`src/rtl/id_ex_reg_pkg.sv`:
```
// Shared pipeline definitions: ALU/write-back encodings and the packed
// control bundle carried by the ID/EX, EX/MEM and MEM/WB registers.
package id_ex_reg_pkg;

  localparam int ALU_OP_W = 4;

  localparam logic [ALU_OP_W-1:0] ALU_ADD = 4'd0;
  localparam logic [ALU_OP_W-1:0] ALU_SUB = 4'd1;
  localparam logic [ALU_OP_W-1:0] ALU_AND = 4'd2;
  localparam logic [ALU_OP_W-1:0] ALU_OR  = 4'd3;
  localparam logic [ALU_OP_W-1:0] ALU_XOR = 4'd4;
  localparam logic [ALU_OP_W-1:0] ALU_NOR = 4'd5;
  localparam logic [ALU_OP_W-1:0] ALU_SLT = 4'd6;
  localparam logic [ALU_OP_W-1:0] ALU_SLL = 4'd7;
  localparam logic [ALU_OP_W-1:0] ALU_SRL = 4'd8;
  localparam logic [ALU_OP_W-1:0] ALU_SRA = 4'd9;
  localparam logic [ALU_OP_W-1:0] ALU_LUI = 4'd10;

  localparam logic [1:0] REG_DST_RT = 2'd0;
  localparam logic [1:0] REG_DST_RD = 2'd1;
  localparam logic [1:0] REG_DST_RA = 2'd2;

  localparam logic [1:0] MEM_TO_REG_ALU = 2'd0;
  localparam logic [1:0] MEM_TO_REG_MEM = 2'd1;
  localparam logic [1:0] MEM_TO_REG_PC  = 2'd2;

  typedef struct packed {
    logic                usesRs;
    logic                usesRt;
    logic [ALU_OP_W-1:0] aluOp;
    logic                aluSrcA;
    logic                aluSrcB;
    logic [1:0]          regDst;
    logic [1:0]          memToReg;
    logic                regWrite;
    logic                memRead;
    logic                memWrite;
  } ctrl_t;

  // A bubble carries no side effects: every control bit is cleared.
  localparam ctrl_t CTRL_BUBBLE = '0;

endpackage

```
`src/rtl/id_ex_reg_if.sv`:
```
// ID/EX boundary bundle: ID-stage fields in, registered EX-stage copies out.
interface id_ex_reg_if #(
  parameter int DATA_W = 32,
  parameter int REG_W  = 5,
  parameter int CNT_W  = 16
);
  logic              Hold;
  logic              Flush;

  logic              IdValid;
  logic [DATA_W-1:0] IdPC;
  logic [DATA_W-1:0] IdRegData1;
  logic [DATA_W-1:0] IdRegData2;
  logic [DATA_W-1:0] IdExtImm;
  logic [REG_W-1:0]  IdRs;
  logic [REG_W-1:0]  IdRt;
  logic [REG_W-1:0]  IdRd;
  logic [REG_W-1:0]  IdShamt;
  logic              IdUsesRs;
  logic              IdUsesRt;
  logic [3:0]        IdALUOp;
  logic              IdALUSrcA;
  logic              IdALUSrcB;
  logic [1:0]        IdRegDst;
  logic [1:0]        IdMemToReg;
  logic              IdRegWrite;
  logic              IdMemRead;
  logic              IdMemWrite;

  logic              ExValid;
  logic [DATA_W-1:0] ExPC;
  logic [DATA_W-1:0] ExRegData1;
  logic [DATA_W-1:0] ExRegData2;
  logic [DATA_W-1:0] ExExtImm;
  logic [REG_W-1:0]  ExRs;
  logic [REG_W-1:0]  ExRt;
  logic [REG_W-1:0]  ExRd;
  logic [REG_W-1:0]  ExShamt;
  logic              ExUsesRs;
  logic              ExUsesRt;
  logic [3:0]        ExALUOp;
  logic              ExALUSrcA;
  logic              ExALUSrcB;
  logic [1:0]        ExRegDst;
  logic [1:0]        ExMemToReg;
  logic              ExRegWrite;
  logic              ExMemRead;
  logic              ExMemWrite;

  logic              Stall;
  logic [CNT_W-1:0]  BubbleCnt;

  modport master (
    output Hold, Flush, IdValid, IdPC, IdRegData1, IdRegData2, IdExtImm,
           IdRs, IdRt, IdRd, IdShamt, IdUsesRs, IdUsesRt, IdALUOp,
           IdALUSrcA, IdALUSrcB, IdRegDst, IdMemToReg, IdRegWrite,
           IdMemRead, IdMemWrite,
    input  ExValid, ExPC, ExRegData1, ExRegData2, ExExtImm, ExRs, ExRt,
           ExRd, ExShamt, ExUsesRs, ExUsesRt, ExALUOp, ExALUSrcA, ExALUSrcB,
           ExRegDst, ExMemToReg, ExRegWrite, ExMemRead, ExMemWrite,
           Stall, BubbleCnt
  );

  modport slave (
    input  Hold, Flush, IdValid, IdPC, IdRegData1, IdRegData2, IdExtImm,
           IdRs, IdRt, IdRd, IdShamt, IdUsesRs, IdUsesRt, IdALUOp,
           IdALUSrcA, IdALUSrcB, IdRegDst, IdMemToReg, IdRegWrite,
           IdMemRead, IdMemWrite,
    output ExValid, ExPC, ExRegData1, ExRegData2, ExExtImm, ExRs, ExRt,
           ExRd, ExShamt, ExUsesRs, ExUsesRt, ExALUOp, ExALUSrcA, ExALUSrcB,
           ExRegDst, ExMemToReg, ExRegWrite, ExMemRead, ExMemWrite,
           Stall, BubbleCnt
  );
endinterface

```
`src/rtl/id_ex_reg_load_use_detect.sv`:
```
// Load-use hazard detector: the instruction in ID reads a register that the
// load currently in EX has not yet produced. Register 0 never creates a hazard.
module load_use_detect #(
  parameter int REG_W = 5
) (
  input  logic             idValid,
  input  logic             idUsesRs,
  input  logic             idUsesRt,
  input  logic [REG_W-1:0] idRs,
  input  logic [REG_W-1:0] idRt,
  input  logic             exValid,
  input  logic             exMemRead,
  input  logic [REG_W-1:0] exRt,
  output logic             loadUse
);

  logic rsMatch;
  logic rtMatch;

  // Compare both ID source specifiers against the load destination.
  always_comb begin
    rsMatch = idUsesRs && (idRs == exRt);
    rtMatch = idUsesRt && (idRt == exRt);
    loadUse = idValid && exValid && exMemRead && (exRt != '0) && (rsMatch || rtMatch);
  end

endmodule

```
`src/rtl/id_ex_reg.sv`:
```
// ID/EX pipeline register with load-use bubble insertion, flush squash,
// downstream hold and a saturating count of inserted load-use bubbles.
module id_ex_reg
  import id_ex_reg_pkg::*;
#(
  parameter int DATA_W = 32,
  parameter int REG_W  = 5,
  parameter int CNT_W  = 16
) (
  input  logic  clk,
  input  logic  reset,
  id_ex_reg_if.slave bus
);

  function automatic logic [CNT_W-1:0] satInc(input logic [CNT_W-1:0] v);
    satInc = (&v) ? v : v + {{(CNT_W-1){1'b0}}, 1'b1};
  endfunction

  logic              vld_p1;
  ctrl_t             ctrl_p1;
  logic [DATA_W-1:0] pc_p1;
  logic [DATA_W-1:0] rd1_p1;
  logic [DATA_W-1:0] rd2_p1;
  logic [DATA_W-1:0] imm_p1;
  logic [REG_W-1:0]  rs_p1;
  logic [REG_W-1:0]  rt_p1;
  logic [REG_W-1:0]  rd_p1;
  logic [REG_W-1:0]  shamt_p1;
  logic [CNT_W-1:0]  bubbleCnt;

  ctrl_t idCtrl;
  logic  loadUse;

  load_use_detect #(.REG_W(REG_W)) uLoadUse (
    .idValid   (bus.IdValid),
    .idUsesRs  (bus.IdUsesRs),
    .idUsesRt  (bus.IdUsesRt),
    .idRs      (bus.IdRs),
    .idRt      (bus.IdRt),
    .exValid   (vld_p1),
    .exMemRead (ctrl_p1.memRead),
    .exRt      (rt_p1),
    .loadUse   (loadUse)
  );

  // Gather ID control into the bundle; an invalid ID slot contributes a bubble.
  always_comb begin
    idCtrl          = CTRL_BUBBLE;
    idCtrl.usesRs   = bus.IdUsesRs;
    idCtrl.usesRt   = bus.IdUsesRt;
    idCtrl.aluOp    = bus.IdALUOp;
    idCtrl.aluSrcA  = bus.IdALUSrcA;
    idCtrl.aluSrcB  = bus.IdALUSrcB;
    idCtrl.regDst   = bus.IdRegDst;
    idCtrl.memToReg = bus.IdMemToReg;
    idCtrl.regWrite = bus.IdRegWrite;
    idCtrl.memRead  = bus.IdMemRead;
    idCtrl.memWrite = bus.IdMemWrite;
    if (!bus.IdValid) idCtrl = CTRL_BUBBLE;
  end

  // Stage boundary ID -> EX: priority is reset, hold, flush, load-use, capture.
  always_ff @(posedge clk or posedge reset) begin
    if (reset) begin
      vld_p1    <= 1'b0;
      ctrl_p1   <= CTRL_BUBBLE;
      pc_p1     <= '0;
      rd1_p1    <= '0;
      rd2_p1    <= '0;
      imm_p1    <= '0;
      rs_p1     <= '0;
      rt_p1     <= '0;
      rd_p1     <= '0;
      shamt_p1  <= '0;
      bubbleCnt <= '0;
    end else if (bus.Hold) begin
      vld_p1    <= vld_p1;
    end else if (bus.Flush || loadUse) begin
      vld_p1    <= 1'b0;
      ctrl_p1   <= CTRL_BUBBLE;
      pc_p1     <= '0;
      rd1_p1    <= '0;
      rd2_p1    <= '0;
      imm_p1    <= '0;
      rs_p1     <= '0;
      rt_p1     <= '0;
      rd_p1     <= '0;
      shamt_p1  <= '0;
      if (!bus.Flush) bubbleCnt <= satInc(bubbleCnt);
    end else begin
      vld_p1    <= bus.IdValid;
      ctrl_p1   <= idCtrl;
      pc_p1     <= bus.IdPC;
      rd1_p1    <= bus.IdRegData1;
      rd2_p1    <= bus.IdRegData2;
      imm_p1    <= bus.IdExtImm;
      rs_p1     <= bus.IdRs;
      rt_p1     <= bus.IdRt;
      rd_p1     <= bus.IdRd;
      shamt_p1  <= bus.IdShamt;
    end
  end

  // A flushed ID instruction is discarded upstream, so it must not stall.
  assign bus.Stall = !reset && (bus.Hold || (!bus.Flush && loadUse));

  assign bus.ExValid    = vld_p1;
  assign bus.ExPC       = pc_p1;
  assign bus.ExRegData1 = rd1_p1;
  assign bus.ExRegData2 = rd2_p1;
  assign bus.ExExtImm   = imm_p1;
  assign bus.ExRs       = rs_p1;
  assign bus.ExRt       = rt_p1;
  assign bus.ExRd       = rd_p1;
  assign bus.ExShamt    = shamt_p1;
  assign bus.ExUsesRs   = ctrl_p1.usesRs;
  assign bus.ExUsesRt   = ctrl_p1.usesRt;
  assign bus.ExALUOp    = ctrl_p1.aluOp;
  assign bus.ExALUSrcA  = ctrl_p1.aluSrcA;
  assign bus.ExALUSrcB  = ctrl_p1.aluSrcB;
  assign bus.ExRegDst   = ctrl_p1.regDst;
  assign bus.ExMemToReg = ctrl_p1.memToReg;
  assign bus.ExRegWrite = ctrl_p1.regWrite;
  assign bus.ExMemRead  = ctrl_p1.memRead;
  assign bus.ExMemWrite = ctrl_p1.memWrite;
  assign bus.BubbleCnt  = bubbleCnt;

endmodule

```
`src/flat_wrapper.sv`:
```
// flat-port wrapper written by rule: the top's interface ports become plain ports
module id_ex_reg_flat import id_ex_reg_pkg::*;
#(
  parameter int DATA_W = 32,
  parameter int REG_W  = 5,
  parameter int CNT_W  = 16
)
  (clk, reset, bus_Hold, bus_Flush, bus_IdValid, bus_IdPC, bus_IdRegData1, bus_IdRegData2, bus_IdExtImm, bus_IdRs, bus_IdRt, bus_IdRd, bus_IdShamt, bus_IdUsesRs, bus_IdUsesRt, bus_IdALUOp, bus_IdALUSrcA, bus_IdALUSrcB, bus_IdRegDst, bus_IdMemToReg, bus_IdRegWrite, bus_IdMemRead, bus_IdMemWrite, bus_ExValid, bus_ExPC, bus_ExRegData1, bus_ExRegData2, bus_ExExtImm, bus_ExRs, bus_ExRt, bus_ExRd, bus_ExShamt, bus_ExUsesRs, bus_ExUsesRt, bus_ExALUOp, bus_ExALUSrcA, bus_ExALUSrcB, bus_ExRegDst, bus_ExMemToReg, bus_ExRegWrite, bus_ExMemRead, bus_ExMemWrite, bus_Stall, bus_BubbleCnt);
  id_ex_reg_if #(.DATA_W(DATA_W), .REG_W(REG_W), .CNT_W(CNT_W)) bus_i ();
  input  logic clk;
  input  logic reset;
  input wire logic [$bits(bus_i.Hold)-1:0] bus_Hold;
  input wire logic [$bits(bus_i.Flush)-1:0] bus_Flush;
  input wire logic [$bits(bus_i.IdValid)-1:0] bus_IdValid;
  input wire logic [$bits(bus_i.IdPC)-1:0] bus_IdPC;
  input wire logic [$bits(bus_i.IdRegData1)-1:0] bus_IdRegData1;
  input wire logic [$bits(bus_i.IdRegData2)-1:0] bus_IdRegData2;
  input wire logic [$bits(bus_i.IdExtImm)-1:0] bus_IdExtImm;
  input wire logic [$bits(bus_i.IdRs)-1:0] bus_IdRs;
  input wire logic [$bits(bus_i.IdRt)-1:0] bus_IdRt;
  input wire logic [$bits(bus_i.IdRd)-1:0] bus_IdRd;
  input wire logic [$bits(bus_i.IdShamt)-1:0] bus_IdShamt;
  input wire logic [$bits(bus_i.IdUsesRs)-1:0] bus_IdUsesRs;
  input wire logic [$bits(bus_i.IdUsesRt)-1:0] bus_IdUsesRt;
  input wire logic [$bits(bus_i.IdALUOp)-1:0] bus_IdALUOp;
  input wire logic [$bits(bus_i.IdALUSrcA)-1:0] bus_IdALUSrcA;
  input wire logic [$bits(bus_i.IdALUSrcB)-1:0] bus_IdALUSrcB;
  input wire logic [$bits(bus_i.IdRegDst)-1:0] bus_IdRegDst;
  input wire logic [$bits(bus_i.IdMemToReg)-1:0] bus_IdMemToReg;
  input wire logic [$bits(bus_i.IdRegWrite)-1:0] bus_IdRegWrite;
  input wire logic [$bits(bus_i.IdMemRead)-1:0] bus_IdMemRead;
  input wire logic [$bits(bus_i.IdMemWrite)-1:0] bus_IdMemWrite;
  output wire logic [$bits(bus_i.ExValid)-1:0] bus_ExValid;
  output wire logic [$bits(bus_i.ExPC)-1:0] bus_ExPC;
  output wire logic [$bits(bus_i.ExRegData1)-1:0] bus_ExRegData1;
  output wire logic [$bits(bus_i.ExRegData2)-1:0] bus_ExRegData2;
  output wire logic [$bits(bus_i.ExExtImm)-1:0] bus_ExExtImm;
  output wire logic [$bits(bus_i.ExRs)-1:0] bus_ExRs;
  output wire logic [$bits(bus_i.ExRt)-1:0] bus_ExRt;
  output wire logic [$bits(bus_i.ExRd)-1:0] bus_ExRd;
  output wire logic [$bits(bus_i.ExShamt)-1:0] bus_ExShamt;
  output wire logic [$bits(bus_i.ExUsesRs)-1:0] bus_ExUsesRs;
  output wire logic [$bits(bus_i.ExUsesRt)-1:0] bus_ExUsesRt;
  output wire logic [$bits(bus_i.ExALUOp)-1:0] bus_ExALUOp;
  output wire logic [$bits(bus_i.ExALUSrcA)-1:0] bus_ExALUSrcA;
  output wire logic [$bits(bus_i.ExALUSrcB)-1:0] bus_ExALUSrcB;
  output wire logic [$bits(bus_i.ExRegDst)-1:0] bus_ExRegDst;
  output wire logic [$bits(bus_i.ExMemToReg)-1:0] bus_ExMemToReg;
  output wire logic [$bits(bus_i.ExRegWrite)-1:0] bus_ExRegWrite;
  output wire logic [$bits(bus_i.ExMemRead)-1:0] bus_ExMemRead;
  output wire logic [$bits(bus_i.ExMemWrite)-1:0] bus_ExMemWrite;
  output wire logic [$bits(bus_i.Stall)-1:0] bus_Stall;
  output wire logic [$bits(bus_i.BubbleCnt)-1:0] bus_BubbleCnt;
  assign bus_i.Hold = bus_Hold;
  assign bus_i.Flush = bus_Flush;
  assign bus_i.IdValid = bus_IdValid;
  assign bus_i.IdPC = bus_IdPC;
  assign bus_i.IdRegData1 = bus_IdRegData1;
  assign bus_i.IdRegData2 = bus_IdRegData2;
  assign bus_i.IdExtImm = bus_IdExtImm;
  assign bus_i.IdRs = bus_IdRs;
  assign bus_i.IdRt = bus_IdRt;
  assign bus_i.IdRd = bus_IdRd;
  assign bus_i.IdShamt = bus_IdShamt;
  assign bus_i.IdUsesRs = bus_IdUsesRs;
  assign bus_i.IdUsesRt = bus_IdUsesRt;
  assign bus_i.IdALUOp = bus_IdALUOp;
  assign bus_i.IdALUSrcA = bus_IdALUSrcA;
  assign bus_i.IdALUSrcB = bus_IdALUSrcB;
  assign bus_i.IdRegDst = bus_IdRegDst;
  assign bus_i.IdMemToReg = bus_IdMemToReg;
  assign bus_i.IdRegWrite = bus_IdRegWrite;
  assign bus_i.IdMemRead = bus_IdMemRead;
  assign bus_i.IdMemWrite = bus_IdMemWrite;
  assign bus_ExValid = bus_i.ExValid;
  assign bus_ExPC = bus_i.ExPC;
  assign bus_ExRegData1 = bus_i.ExRegData1;
  assign bus_ExRegData2 = bus_i.ExRegData2;
  assign bus_ExExtImm = bus_i.ExExtImm;
  assign bus_ExRs = bus_i.ExRs;
  assign bus_ExRt = bus_i.ExRt;
  assign bus_ExRd = bus_i.ExRd;
  assign bus_ExShamt = bus_i.ExShamt;
  assign bus_ExUsesRs = bus_i.ExUsesRs;
  assign bus_ExUsesRt = bus_i.ExUsesRt;
  assign bus_ExALUOp = bus_i.ExALUOp;
  assign bus_ExALUSrcA = bus_i.ExALUSrcA;
  assign bus_ExALUSrcB = bus_i.ExALUSrcB;
  assign bus_ExRegDst = bus_i.ExRegDst;
  assign bus_ExMemToReg = bus_i.ExMemToReg;
  assign bus_ExRegWrite = bus_i.ExRegWrite;
  assign bus_ExMemRead = bus_i.ExMemRead;
  assign bus_ExMemWrite = bus_i.ExMemWrite;
  assign bus_Stall = bus_i.Stall;
  assign bus_BubbleCnt = bus_i.BubbleCnt;
  id_ex_reg #(.DATA_W(DATA_W), .REG_W(REG_W), .CNT_W(CNT_W)) u_core (.clk(clk), .reset(reset), .bus(bus_i));
endmodule
```
`config.mk`:
```
export PLATFORM = sky130hd
export DESIGN_NAME = id_ex_reg_flat
export DESIGN_NICKNAME = d
export VERILOG_FILES = /design/src/rtl/id_ex_reg_pkg.sv /design/src/rtl/id_ex_reg_if.sv /design/src/rtl/id_ex_reg_load_use_detect.sv /design/src/rtl/id_ex_reg.sv /design/src/flat_wrapper.sv
export SDC_FILE = /design/constraint.sdc
export NUM_CORES = 1
export LEC_CHECK = 0
export BUFFER_PORTS_ARGS = -buffer_cell sky130_fd_sc_hd__buf_4
export CAP_MARGIN = 20
export CORE_AREA = 2 2 136 138
export CTS_CLUSTER_SIZE = 24
export DETAILED_ROUTE_END_ITERATION = 16
export DIE_AREA = 0 0 138 140
export PLACE_DENSITY = 0.69
export SLEW_MARGIN = 15
export SYNTH_ARGS = -nofsm -noshare
export SYNTH_HDL_FRONTEND = slang
export SYNTH_SLANG_ARGS = --single-unit
```
`constraint.sdc`:
```
create_clock -name clk -period 6.15 [get_ports clk]
set_input_delay 0 -clock clk [delete_from_list [all_inputs] [get_ports clk]]
set_output_delay 0 -clock clk [all_outputs]
set_load 0.05 [all_outputs]
```
# Yosys cells after proc, flatten, opt, wreduce, memory -nomap -nowiden
# Index checks and enable logic that the tools add are counted.
[word_totals] reg_bits=180 out_inout_bits=181 wordCells=53
[op_classes] addsub=1 n_eq_ne=2 muxes=11 n_bitwise=3 n_reduce_logical=16
[ops] cell="32-bit 2-to-1 mux" count=4
[ops] cell="15-bit 2-to-1 mux" count=2
[ops] cell="5-bit 2-to-1 mux" count=4
[ops] cell="16-bit by 1-bit adder with 16-bit output (second input constant)" count=1
[ops] cell="16-bit AND reduction" count=1
[ops] cell="5-bit == test" count=2
[ops] cell="1-bit logical AND" count=8
[ops] cell="5-bit nonzero test" count=1
[ops] cell="4-bit AND reduction" count=1
[ops] cell="1-bit logical OR" count=3
[ops] cell="1-bit NOT" count=3
[ops] cell="1-bit zero test" count=2
[ops] cell="1-bit 2-to-1 mux" count=1

# Logic depth before layout (Yosys ltp)
# Gate-level depths: netlist of the first run.
[logic_depth] ltp_word=7 mapped_depth=8

# Modules after synthesis
# From an unflattened synthesis of the first run, not the netlist that was laid out.
[hier_totals] hier_cells=457 hier_area_um2=6657.6
[by_module_without_submodules] mod="id_ex_reg" n_inst=1 cells_per_inst=440 area_each_um2=6526.3 seq_area_each_um2=4504.3
[by_module_without_submodules] mod="load_use_detect" n_inst=1 cells_per_inst=17 area_each_um2=131.4 seq_area_each_um2=0.0

# Worst setup path after synthesis of the first run
# Ideal clock, no wire load.
[synth_timing] path_type="register to register" start="register u_core.bubbleCnt[0], in the netlist u_core.bus.BubbleCnt[0]" end="register u_core.bubbleCnt[7], in the netlist u_core.bus.BubbleCnt[7]" arrival_time_ps=1953 required_ps=6004 path_slack_ps=4052 path_stages_with_launch=9 path_buffers=1 synth_period_minus_slack_ps=2098 cell_sequence="dfrtp_1 > ha_1 > and3_1 > nand3_1 > o21a_1 > nand3_2 > buf_2 > nor2_1 > xor2_1"
[synth_via] elab_chain_len=3 elab_cells_between_ends=4 classes_between="add/sub (1); bitwise (1); reduce/logical (2)"
[synth_rtl] element="start, declared" line_no="id_ex_reg.sv:29" rtl="logic [CNT_W-1:0] bubbleCnt;"
[synth_rtl] element="start signal, assigned" line_no="id_ex_reg.sv:89" rtl="if (!bus.Flush) bubbleCnt <= satInc(bubbleCnt);"
[synth_rtl] element="branches (longest 3 deep; another with 16-bit by 1-bit adder with 16-bit output)"
# Several ways; the timed one is not identified.
# A chain may end at the register's enable or synchronous reset.

# Final worst setup path of the first run
[layout_timing] start="register u_core.rt_p1[0], in the netlist u_core.bus.ExRt[0]" end="register u_core.rd1_p1[13], in the netlist u_core.bus.ExRegData1[13]"
[layout_via] elab_chain_len=6 elab_cells_between_ends=10 classes_between="eq/ne (2); mux (1); reduce/logical (7)"
[layout_rtl] element="start, declared" line_no="id_ex_reg.sv:26" rtl="logic [REG_W-1:0] rt_p1;"
[layout_rtl] element="start signal, assigned" line_no="id_ex_reg.sv:98" rtl="rt_p1 <= bus.IdRt;"
[layout_rtl] element="5-bit == test (on tied branches)" line_no="id_ex_reg_load_use_detect.sv:22, id_ex_reg_load_use_detect.sv:23"
[layout_rtl] element="1-bit logical AND (on tied branches)" line_no="id_ex_reg_load_use_detect.sv:22, id_ex_reg_load_use_detect.sv:23"
[layout_rtl] element="1-bit logical OR" line_no="id_ex_reg_load_use_detect.sv:24" rtl="loadUse = idValid && exValid && exMemRead && (exRt != '0) && (rsMatch || rtMatch);"
[layout_rtl] element="1-bit logical AND (*)" line_no="id_ex_reg_load_use_detect.sv:24"
[layout_rtl] element="1-bit logical OR (*)" line_no="id_ex_reg.sv:78" rtl="end else if (bus.Flush || loadUse) begin"
[layout_rtl] element="32-bit 2-to-1 mux (*)" line_no="id_ex_reg.sv:78"
[layout_rtl] element="end signal, assigned" line_no="id_ex_reg.sv:94" rtl="rd1_p1 <= bus.IdRegData1;"
[layout_rtl] element="end, declared" line_no="id_ex_reg.sv:22" rtl="logic [DATA_W-1:0] rd1_p1;"
# Mark *: on every way between the ends. The rest lies on a longest branch, timed or not.

==> results of run 1 <==
## flip-flops by register name, indices dropped and copies added (netlist names), 4 cells and up
signal / flops
u_core.bus.BubbleCnt: 16
u_core.bus.ExALUOp: 4
u_core.bus.ExExtImm: 32
u_core.bus.ExPC: 32
u_core.bus.ExRd: 5
u_core.bus.ExRegData1: 32
u_core.bus.ExRegData2: 32
u_core.bus.ExRs: 5
u_core.bus.ExRt: 5
u_core.bus.ExShamt: 5
## metrics by stage
step | area (sq um) | hold WS (ps)
floorplan | 6640 | 129
global placement | 9420 | 18.0
detailed placement | 9420 | 31.7
CTS | 11700 | 42.8
global route | 11700 | 66.3
finish | 11700 | 67.5
## final cells by class
| cell class | count | area [sq um] | share of cell area, % |
|---|---|---|---|
| Sequential cell | 180 | 4500 | 38.5 |
| Antenna cell | 1 | 2.50 | 0.0214 |
| Inverter | 3 | 16.3 | 0.139 |
| Multi-Input combinational cell | 242 | 1970 | 16.8 |
| Tap cell | 229 | 287 | 2.45 |
| Timing Repair Buffer | 517 | 4290 | 36.7 |
| Clock inverter | 14 | 196 | 1.68 |
| Clock buffer | 18 | 429 | 3.67 |
## Yosys cell counts, drive strengths merged
cell and number:
ha 1, inv 3, mux2 1, xor2 12, and2 3, xnor2 13
and3 3, nand4 2, nand3 10, o22ai 1, nor3 7, buf 18
and4 2, nor2 10, nand2 9, a21o 1, clkbuf 19, a22o 163
a21boi 1, dfrtp 180, o21a 1, a21oi 2
## layout by cell type, fill, tap and decap left out, drive strengths merged
cell and instances:
a21boi 1, a21o 1, a21oi 2, a22o 163
and2 3, and3 3, and4 2, buf 353
bufinv 4, clkbuf 18, clkinv 4, dfrtp 180
diode 1, dlygate4sd3 164, ha 1, inv 9
mux2 1, nand2 9, nand3 10, nand4 2
nor2 10, nor3 7, o21a 1, o22ai 1
xnor2 13, xor2 12
## power by group
| group | switching, mW | leakage [nW] | internal, mW |
|---|---|---|---|
| Sequential | 0.0563 | 2.36 | 1.26 |
| Combinational | 0.465 | 3.31 | 0.310 |
| Clock | 0.478 | 0.310 | 0.688 |
| Total | 0.999 | 5.98 | 2.26 |
## kinds of logic (layout without fill, tap and decap cells)
| group | after synthesis | count (layout) | share of synthesized area (%) |
|---|---|---|---|
| xor gates and xnor gates | 25 | 25 | 3.30 |
| muxes | 1 | 1 | 0.170 |
| AOI/OAI and AO/OA | 169 | 169 | 22.2 |
| and+or+nand+nor | 46 | 46 | 3.60 |
| buffers and inverters | 40 | 552 | 2.69 |
| other | 0 | 1 | 0 |
| DFF | 180 | 180 | 67.8 |
| adders and majority gates | 1 | 1 | 0.188 |
## per-layer routing
layer | share of wire (%) | global-route usage (%)
met1 | 40 | 28.2
met2 | 51 | 40.4
met3 | 5.9 | 6.05
met5 | 0 | 0
met4 | 3.7 | 10.7
## critical path, cell delays in order, from the launching register on
cell and delay [ps]:
sky130_fd_sc_hd__dfrtp_1 450, sky130_fd_sc_hd__nor3_1 250, sky130_fd_sc_hd__a21oi_1 180, sky130_fd_sc_hd__a21boi_4 190, sky130_fd_sc_hd__buf_4 630, sky130_fd_sc_hd__buf_4 720
sky130_fd_sc_hd__a22o_1 260
## worst max path at each step
stage | start | to | slack (ps) | cells past startpoint
final | u_core.bus.ExRt[0]$_DFFE_PP0N_ | u_core.bus.ExRegData1[13]$_DFFE_PP0N_ | 3270 | 6
after detailed placement | u_core.bus.ExRt[0]$_DFFE_PP0N_ | u_core.bus.ExRegData1[13]$_DFFE_PP0N_ | 3370 | 6
after global placement | u_core.bus.ExRt[0]$_DFFE_PP0N_ | u_core.bus.ExRegData1[1]$_DFFE_PP0N_ | 3530 | 6
after global routing | u_core.bus.ExRt[0]$_DFFE_PP0N_ | u_core.bus.ExRegData1[13]$_DFFE_PP0N_ | 3130 | 6
after floorplan | reset | u_core.bus.BubbleCnt[0]$_DFFE_PP0P_ | 1260 | 1
after CTS | u_core.bus.ExRt[0]$_DFFE_PP0N_ | u_core.bus.ExRegData1[13]$_DFFE_PP0N_ | 3330 | 6
==> implementation parameters, run 1 <==
Parameter                              Value

Floorplanning
  Area enclosed by the die boundary ... 19300 sq um
  Initial cell density of the core ... 37.4%
  Chip width ... 138 um
  Top-Level Pins ... 349
  Core footprint ... 17800 sq um
  Floorplan die height ... 140 um
  Row count ... 49

Synthesis
  Flip-flop and latch count after synthesis ... 180
  Post-synthesis cell count ... 462
  Post-synth top area cell ... sky130_fd_sc_hd__dfrtp_1
  Share of the synthesized area in the top cell type ... 67.8%
  Sequential fraction of the synthesis area ... 67.8%
  Synth Warn # ... 0
  Most area-consuming cells after synthesis ... sky130_fd_sc_hd__dfrtp_1 (68%), sky130_fd_sc_hd__a22o_1 (21%), sky130_fd_sc_hd__xnor2_1 (1.7%)
  Net count after synthesis ... 631
  Count of cell types in the netlist ... 25
  Post-Synthesis Mean Instance Area ... 14.4 sq um
  Combined area of all synthesized cells ... 6640 sq um

Clock tree
  Max Root-Sink Buffers ... 2
  Worst-Skew Late Latency ... 430 ps
  Count of cells resized by post-cts repair ... 0
  Htree depth ... 4
  Clock Tree Root ... sky130_fd_sc_hd__clkbuf_16
  TritonCTS sink count ... 180
  TritonCTS clock tree ... done
  Clock transition at the registers of the reported paths ... 70 ps
  Post-CTS repair timing setup buffer count ... 0
  Cts hold-fix bufs ... 164
  CTS buffer count ... 17

Timing
  Worst-case setup margin in the final layout ... 3270 ps
  Max-slew violation total from the final report ... 0
  Final number of hold-violating endpoints ... 0
  Setup skew after layout ... 13.0 ps
  Setup TNS after final layout ... 0 ps
  Portion of the clock cycle consumed by the worst path in the final layout ... 46.9%
  Unrepaired setup endpoints after global routing ... false
  Worst Tran Pin Value ... 1010 ps
  Worst slew margin ... 32.7%
  Final Setup Violations ... 0
  Final Critical Period ... 2880 ps
  Highest Clock Rate ... 0.347 GHz

Placement
  GP Congestion ... 0.826
  Placed cells ... 1007
  Setup slack after placement ... 3370 ps
  HPWL after DPL ... 13800 um
  Port buffer count ... 348

Power and ir drop
  Tot Pwr ... 3.26 mW
  Static leakage ... 5.98 nW
  Pwr dens ... 279 nW/um^2
  Maximum vdd drop ... 0.000181 V

Setup path
  Worst-case register-to-register setup slack ... 3270 ps
  Type of the worst setup path ... flop to flop
  Critical path peak fanout ... 75
  Worst reg2reg path startpoint ... u_core.bus.ExRt[0]$_DFFE_PP0N_
  Cell depth of the worst flop-to-flop path ... 6
  Worst reg2reg endpoint ... u_core.bus.ExRegData1[13]$_DFFE_PP0N_
  Data arrival time of the critical path ... 3240 ps
  WP data required ... 6500 ps
  Element type at the critical path start ... flop
  CP Capture Type ... flop

GRT
  Vias in the first global route ... 6713
  Overflow after GRT ... 0
  Global-route wire length before repair ... 36400 um
  GRT Overall Usage ... 23.6%
  Pin count of the biggest net entering global routing ... 96
  Antenna violations before repair ... 0

Cells and area
  Share of layout cells above drive strength 1 ... 40.1%
  Post-route insts no fill ... 1204
  Final core utilization ... 65.8%
  Total number of nets in the final design ... 1130
  Area growth syn-to-layout ... 76.1%
  # fillers ... 1247

Outcome
  Status ... completed

Routing
  Number of optimization iterations in the first detailed-route pass ... 6
  DR vias/cell ... 5.09
  Post-route ant nets ... 0
  DR iter-0 viols ... 278
  Routed wire per std cell ... 18.9 um
  Total via count after detailed routing ... 6129
  Routed Wire Length ... 22700 um
  Post-route DRC violation count ... 0

Hold path
  Cell count of the worst hold path ... 5
  Startpoint of the worst hold path ... bus_Flush
  Path type of the worst min-delay path ... primary input to flop
  WHS Endpoint ... u_core.bus.BubbleCnt[2]$_DFFE_PP0P_

Run
  Max cap viols ... 0
Note: power is estimated with default switching activity, not from simulation.
==> inputs of run 2 (changes only) <==
--- a/config.mk
+++ b/config.mk
@@ -7,11 +7,11 @@
 export LEC_CHECK = 0
 export BUFFER_PORTS_ARGS = -buffer_cell sky130_fd_sc_hd__buf_4
 export CAP_MARGIN = 20
-export CORE_AREA = 2 2 136 138
+export CORE_AREA = 2 2 135 137
 export CTS_CLUSTER_SIZE = 24
 export DETAILED_ROUTE_END_ITERATION = 16
-export DIE_AREA = 0 0 138 140
-export PLACE_DENSITY = 0.69
+export DIE_AREA = 0 0 137 139
+export PLACE_DENSITY = 0.73
 export SLEW_MARGIN = 15
 export SYNTH_ARGS = -nofsm -noshare
 export SYNTH_HDL_FRONTEND = slang
==> constraint.sdc (replaced) <==
create_clock -name clk -period 2.5 [get_ports clk]
set_input_delay 0 -clock clk [delete_from_list [all_inputs] [get_ports clk]]
set_output_delay 0 -clock clk [all_outputs]
set_load 0.05 [all_outputs]
==> run 2 against run 1 <==
Compared with the run above: wire length is 0.18% lower; sequential share of layout area is 0.094 points lower; final cell count is essentially flat; count of clock-buffer cells in the layout stayed put; via count is 1.7% lower; cell area up 0.25%; critical path depth is 1 higher; die area is 1.4% lower; register-to-register slack got worse by 2800 ps; core utilization up 0.62 points.
==> implementation parameters, run 2 (synthesized netlist as in run 1, its figures left out) <==
Parameter                              Value

Clock tree
  Htree depth ... 4 (unchanged)
  CTS buffer count ... 17 (unchanged)
  Max Root-Sink Buffers ... 2 (unchanged)
  TritonCTS sink count ... 180 (unchanged)
  Clock transition at the registers of the reported paths ... 70 ps (about the same)
  Post-CTS repair timing setup buffer count ... 0 (unchanged)
  Clock Tree Root ... sky130_fd_sc_hd__clkbuf_16
  Worst-Skew Late Latency ... 420 ps (about the same)
  TritonCTS clock tree ... done

Power and ir drop
  Maximum vdd drop ... 0.000526 V (+190%)
  Tot Pwr ... 8.02 mW (+150%)
  Pwr dens ... 684 nW/um^2 (+150%)
  Static leakage ... 5.99 nW (about the same)

Timing
  Worst slew margin ... 40.0% (+7.3 points)
  Final number of hold-violating endpoints ... 0 (unchanged)
  Worst-case hold slack ... 52.4 ps (-15.1 ps)
  Setup skew after layout ... 8.38 ps (-4.66 ps)
  Highest Clock Rate ... 0.483 GHz
  Unrepaired setup endpoints after global routing ... false
  Final Critical Period ... 2070 ps
  Setup TNS after final layout ... 0 ps (unchanged)
  Max-slew violation total from the final report ... 0 (unchanged)
  Worst Tran Pin Value ... 900 ps (-110 ps)
  Portion of the clock cycle consumed by the worst path in the final layout ... 82.9%
  Final Setup Violations ... 0 (unchanged)

Cells and area
  Commonest cells after routing, fill and taps aside ... sky130_fd_sc_hd__buf_4 (350), sky130_fd_sc_hd__dfrtp_1 (180), sky130_fd_sc_hd__dlygate4sd3_1 (164)
  Most common cell after layout, fill and taps aside ... sky130_fd_sc_hd__buf_4
  Total number of nets in the final design ... 1130 (unchanged)
  Share of layout cells above drive strength 1 ... 40.1% (unchanged)
  Design Area, Final ... 11700 sq um (+0.25%)
  Number of diodes added for antenna fixing ... 0 (-1)
  Area growth syn-to-layout ... 76.5%

Hold path
  Path type of the worst min-delay path ... primary input to flop

Routing
  Routed wire per std cell ... 18.9 um (about the same)
  Number of optimization iterations in the first detailed-route pass ... 4 (-2)
  Post-route DRC violation count ... 0 (unchanged)
  Post-route ant nets ... 0 (unchanged)
  DR iter-0 viols ... 323 (+16%)
  DR vias/cell ... 5.01 (-1.6%)
  Routed Wire Length ... 22700 um (-0.18%)
  Total via count after detailed routing ... 6023 (-1.7%)

Placement
  Port buffer count ... 348 (unchanged)
  HPWL after DPL ... 13300 um (-3.5%)
  Placed standard-cell area ... 9460 sq um (+0.39%)
  GP Congestion ... 0.853 (+3.2%)

Run
  Max cap viols ... 0 (unchanged)

Setup path
  Chain of cells forming the critical path ... xnor2_1 -> nand4_1 -> o22ai_2 -> and2_1 -> a21oi_1 -> nor2_1 -> buf_4
  Data arrival time of the critical path ... 2070 ps (-1170 ps)
  WP data required ... 2500 ps (-4000 ps)
  Longest individual stage delay on the worst path ... 440 ps (-280 ps)
  Worst-case register-to-register setup slack ... 450 ps (-2820 ps)
  CP Capture Type ... output pin
  Type of the worst setup path ... flop to output pin
  Element type at the critical path start ... flop
  Critical path peak fanout ... 5 (-93%)
  Critical path's slowest cell ... sky130_fd_sc_hd__dfrtp_1

GRT
  GRT Overall Usage ... 23.4% (-0.20 points)
  Antenna violations before repair ... 0 (unchanged)
  Pin count of the biggest net entering global routing ... 166 (+73%)
  Overflow after GRT ... 0 (unchanged)
  Global-route wire length before repair ... 34500 um (-5.3%)
  Vias in the first global route ... 6383 (-4.9%)

Floorplanning
  Initial cell density of the core ... 37.6% (+0.26 points)
  Top-Level Pins ... 349 (unchanged)
  Chip width ... 137 um (-0.72%)
  Core footprint ... 17700 sq um (-0.69%)
  Row count ... 49 (unchanged)
  Floorplan die height ... 139 um (-0.71%)
  Area enclosed by the die boundary ... 19000 sq um (-1.4%)

Outcome
  Status ... completed
run 2: cell count changes in the layout (fill, tap and decap cells not counted):
| cell | change |
|---|---|
| sky130_fd_sc_hd__diode_2 | -1 |
| sky130_fd_sc_hd__inv_8 | +4 |
| sky130_fd_sc_hd__buf_12 | +3 |
| sky130_fd_sc_hd__inv_6 | -3 |
| sky130_fd_sc_hd__clkinv_2 | -2 |
| sky130_fd_sc_hd__buf_4 | -3 |
| sky130_fd_sc_hd__clkinvlp_4 | +2 |
| sky130_fd_sc_hd__bufinv_16 | -1 |
run 2: worst max-delay path, delay by kind of cell, from the launching register on:
family	cells	cell delay, ps
AO/OA/AOI/OAI	2	370
XOR/XNOR	1	180
flip-flops	1	440
AND/OR/NAND/NOR	3	470
buffers and inverters	1	210
run 2: cell type report:
class / instances / area [sq um]
clock buffers: 18 / 429
fillers: 1225 / 5940
inverters: 3 / 15.0
flip-flops and latches: 180 / 4500
repair buffers: 517 / 4330
well taps: 229 / 287
multi-input cells: 242 / 1970
clock inverters: 14 / 191
run 2: metrics by stage:
| step | utilization (%) | setup slack [ps] | cells |
|---|---|---|---|
| 5_1_grt | 66.4 | 274 | 1203 |
| 2_1_floorplan | - | 191 | 462 |
| 3_5_place_dp | 53.6 | 473 | 1007 |
| 4_1_cts | 66.4 | 364 | 1203 |
| 3_3_place_gp | 53.6 | 518 | 1007 |
| 6_report | 66.4 | 429 | 1203 |
run 2: per-layer routing:
| layer | up-vias | part of all wire [%] | global-route usage [%] |
|---|---|---|---|
| met4 | 0 | 3.4 | 10.4 |
| met5 | - | 0 | 0 |
| met2 | 273 | 50 | 39.4 |
| met1 | 2954 | 39 | 27.4 |
| li1 | 2740 | - | - |
| met3 | 56 | 7.4 | 6.87 |
run 2: worst paths after layout:
path,from,to,depth (start not counted)
hold reg to reg,u_core.bus.BubbleCnt[13]$_DFFE_PP0P_,u_core.bus.BubbleCnt[13]$_DFFE_PP0P_,1
setup reg to reg,u_core.bus.BubbleCnt[0]$_DFFE_PP0P_,u_core.bus.BubbleCnt[13]$_DFFE_PP0P_,7
setup / recovery,u_core.bus.ExRt[0]$_DFFE_PP0N_,bus_Stall,7
hold / removal,bus_Flush,u_core.bus.BubbleCnt[2]$_DFFE_PP0P_,5
min in group asynchronous,reset,u_core.bus.ExExtImm[30]$_DFFE_PP0N_,4
max in group asynchronous,reset,u_core.bus.ExRegData1[20]$_DFFE_PP0N_,4
run 2: what timing repair did:
action / CTS / global route
hold buffers: 164 / 0
setup endpoints to repair: 0 / 0
resized for setup: 0 / 0
endpoints found under the hold margin: 343 / 0
run 2: where the power goes:
group	internal, mW	total [mW]	switching [mW]
clock	1.62	2.86	1.24
sequential	3.11	3.25	0.136
combinational	0.769	1.92	1.15
==> inputs of run 3 (changes only) <==
--- a/config.mk
+++ b/config.mk
@@ -7,11 +7,11 @@
 export LEC_CHECK = 0
 export BUFFER_PORTS_ARGS = -buffer_cell sky130_fd_sc_hd__buf_4
 export CAP_MARGIN = 20
-export CORE_AREA = 2 2 135 137
+export CORE_AREA = 2 2 136 138
 export CTS_CLUSTER_SIZE = 24
 export DETAILED_ROUTE_END_ITERATION = 16
-export DIE_AREA = 0 0 137 139
-export PLACE_DENSITY = 0.73
+export DIE_AREA = 0 0 138 140
+export PLACE_DENSITY = 0.69
 export SLEW_MARGIN = 15
 export SYNTH_ARGS = -nofsm -noshare
 export SYNTH_HDL_FRONTEND = slang
==> constraint.sdc (replaced) <==
create_clock -name clk -period 2 [get_ports clk]
set_input_delay 0 -clock clk [delete_from_list [all_inputs] [get_ports clk]]
set_output_delay 0 -clock clk [all_outputs]
set_load 0.05 [all_outputs]
==> run 3 against run 2 <==
Compared with the run above: critical path depth unchanged; clock power up 19%; first-iteration DRC count shrank 9.0%; combinational power is 27% higher; wire length up 3.2%; sequential share of layout area down 0.63 points; register-to-register slack got worse by 410 ps; hold slack gained 7.4 ps; largest power group unchanged; highest routed layer unchanged.
==> implementation parameters, run 3 (synthesized netlist as in run 1, its figures left out) <==
Parameter                              Value

Setup path
  WP data required ... 2000 ps (-500 ps)
  Chain of cells forming the critical path ... xnor2_1 -> nand4_1 -> o22ai_2 -> and2_4 -> a21oi_1 -> nor2_2 -> buf_6
  Data arrival time of the critical path ... 1980 ps (-90 ps)
  Critical path's slowest cell ... sky130_fd_sc_hd__dfrtp_1
  CP Capture Type ... output pin
  Type of the worst setup path ... flop to output pin
  Critical path peak fanout ... 5 (unchanged)
  CP delay by family, top ... simple AND/OR/NAND/NOR gates
  Longest individual stage delay on the worst path ... 450 ps (about the same)
  Element type at the critical path start ... flop
  Critical path buffers and inverters ... 1 (unchanged)

GRT
  Pin count of the biggest net entering global routing ... 166 (unchanged)
  GRT Overall Usage ... 22.9% (-0.50 points)
  Overflow after GRT ... 0 (unchanged)
  Global-route wire length before repair ... 35400 um (+2.8%)
  Vias in the first global route ... 6676 (+4.6%)
  Antenna violations before repair ... 0 (unchanged)

Timing
  Worst slew margin ... 43.6% (+3.6 points)
  Final Setup Violations ... 0 (unchanged)
  Worst-case setup margin in the final layout ... 24.4 ps (-404 ps)
  Worst Tran Pin Value ... 845 ps (-54.4 ps)
  Final number of hold-violating endpoints ... 0 (unchanged)
  Setup TNS after final layout ... 0 ps (unchanged)
  Final Critical Period ... 1980 ps
  Highest Clock Rate ... 0.506 GHz
  Unrepaired setup endpoints after global routing ... true
  Portion of the clock cycle consumed by the worst path in the final layout ... 98.8%
  Setup skew after layout ... 13.7 ps (+5.29 ps)
  Worst-case hold slack ... 59.8 ps (+7.40 ps)
  Max-slew violation total from the final report ... 0 (unchanged)

Clock tree
  Clock Tree Root ... sky130_fd_sc_hd__clkbuf_16
  TritonCTS sink count ... 180 (unchanged)
  Worst-Skew Late Latency ... 430 ps (about the same)
  Htree depth ... 4 (unchanged)
  CTS buffer count ... 17 (unchanged)
  Max Root-Sink Buffers ... 2 (unchanged)
  TritonCTS clock tree ... done
  Clock transition at the registers of the reported paths ... 70 ps (about the same)

Cells and area
  Design Area, Final ... 11900 sq um (+1.7%)
  # fillers ... 1221 (-0.33%)
  Area of combinational cells with multiple inputs ... 2040 sq um (+3.6%)
  Total number of nets in the final design ... 1140 (+0.88%)
  Number of diodes added for antenna fixing ... 0 (unchanged)
  Commonest cells after routing, fill and taps aside ... sky130_fd_sc_hd__buf_4 (353), sky130_fd_sc_hd__dfrtp_1 (179), sky130_fd_sc_hd__dlygate4sd3_1 (164)
  Sequential cell area in the final layout ... 4510 sq um (about the same)
  Area growth syn-to-layout ... 79.5%
  Share of layout cells above drive strength 1 ... 42.2% (+2.0 points)
  Most common cell after layout, fill and taps aside ... sky130_fd_sc_hd__buf_4
  Final core utilization ... 67.0% (+0.65 points)

Placement
  Placed standard-cell area ... 9490 sq um (+0.32%)
  Port buffer count ... 348 (unchanged)
  GP Congestion ... 0.855 (+0.19%)
  HPWL after DPL ... 13700 um (+3.1%)
  Setup slack after placement ... 9.89 ps (-463 ps)

Floorplanning
  Floorplan die height ... 140 um (+0.72%)
  Chip width ... 138 um (+0.73%)
  Top-Level Pins ... 349 (unchanged)
  Initial cell density of the core ... 37.4% (-0.26 points)
  Area enclosed by the die boundary ... 19300 sq um (+1.5%)
  Row count ... 49 (unchanged)
  Core footprint ... 17800 sq um (+0.69%)

Routing
  Post-route DRC violation count ... 0 (unchanged)
  Routed Wire Length ... 23400 um (+3.2%)
  Post-route ant nets ... 0 (unchanged)
  Number of optimization iterations in the first detailed-route pass ... 5 (+1)
  Routed wire per std cell ... 19.3 um (+2.3%)
  DR vias/cell ... 5.11 (+2.1%)
  DR iter-0 viols ... 294 (-9.0%)
  Total via count after detailed routing ... 6198 (+2.9%)

Power and ir drop
  Net switching power ... 3.09 mW (+22%)
  Logic pwr share ... 24.6% (+0.7 points)
  Relative contribution of the clock network to total power ... 34.3% (-1.3 points)
  Internal power ... 6.80 mW (+24%)
  Static leakage ... 6.09 nW (+1.7%)
  Pwr dens ... 830 nW/um^2 (+21%)
  Maximum vdd drop ... 0.000550 V (+4.7%)
  Sequential share of power ... 41.1% (+0.6 points)
  Switch share ... 31.2% (-0.25 points)

Outcome
  Status ... completed

Hold path
  Path type of the worst min-delay path ... primary input to flop

Run
  Max cap viols ... 0 (unchanged)
run 3: cell count changes in the layout (fill, tap and decap cells not counted), moves of 3 or more:
cell / previous run / this run
sky130_fd_sc_hd__inv_8: 4 / 0
sky130_fd_sc_hd__nor3_1: 5 / 1
sky130_fd_sc_hd__buf_4: 350 / 353
sky130_fd_sc_hd__nor3_2: 2 / 5
sky130_fd_sc_hd__xnor2_1: 13 / 10
sky130_fd_sc_hd__xnor2_2: 0 / 3
run 3: power by group through the flow:
stage	registers (mW)	logic [mW]	clock network [mW]
after floorplan	4.98	0.409	0
after global placement	4.11	2.09	0
after detailed placement	4.12	2.12	0
after CTS	4.06	2.39	3.44
after global routing	4.09	2.54	3.63
final	4.07	2.44	3.39
run 3: what timing repair did:
action                                  in CTS  in global routing
resized for setup                            2                 23
cloned                                       0                  4
endpoints found under the setup margin       2                168
buffers inserted                             2                  2
hold endpoints to repair                   343                  0
pin swaps                                    2                  6
hold buffers                               164                  0
run 3: cell type report:
cell class	count	area share (%)
tap	229	2.40
multi-input combinational	242	17.1
sequential	180	37.8
inverter	3	0.126
clock buffer	19	3.80
timing repair buffer	527	37.6
clock inverter	13	1.21
run 3: layer usage:
metal	track usage (%)	wire, um	vias up
li1	-	-	2764
met1	27.0	9130	3068
met2	39.6	11900	311
met3	6.05	1630	55
met4	10.2	751	0
met5	0	0	-
run 3: path summary, 6_finish.rpt:
kind / from / to / slack, ps / cells after the start
max in group asynchronous: reset / u_core.bus.ExExtImm[4]$_DFFE_PP0N_ / 1220 / 4
min: bus_IdValid / u_core.bus.ExValid$_DFFE_PP0N_ / 60 / 3
min reg2reg: u_core.bus.BubbleCnt[6]$_DFFE_PP0P_ / u_core.bus.BubbleCnt[6]$_DFFE_PP0P_ / 500 / 1
max reg2reg: u_core.bus.ExRt[2]$_DFFE_PP0N_ / u_core.bus.BubbleCnt[13]$_DFFE_PP0P_ / 40 / 8
max: u_core.bus.ExRt[2]$_DFFE_PP0N_ / bus_Stall / 20 / 7
min in group asynchronous: reset / u_core.bus.ExRd[1]$_DFFE_PP0N_ / 300 / 4
run 3: worst min-delay path, cell delays in order:
cell and delay (ps):
sky130_fd_sc_hd__buf_4 90, sky130_fd_sc_hd__and2_4 250, sky130_fd_sc_hd__a21o_1 100
run 3: per-stage QoR:
stage,cells,power (mW)
after global routing,1213,10.3
after CTS,1207,9.89
final,1213,9.89
after global placement,1009,6.20
after detailed placement,1009,6.23
after floorplan,462,5.39
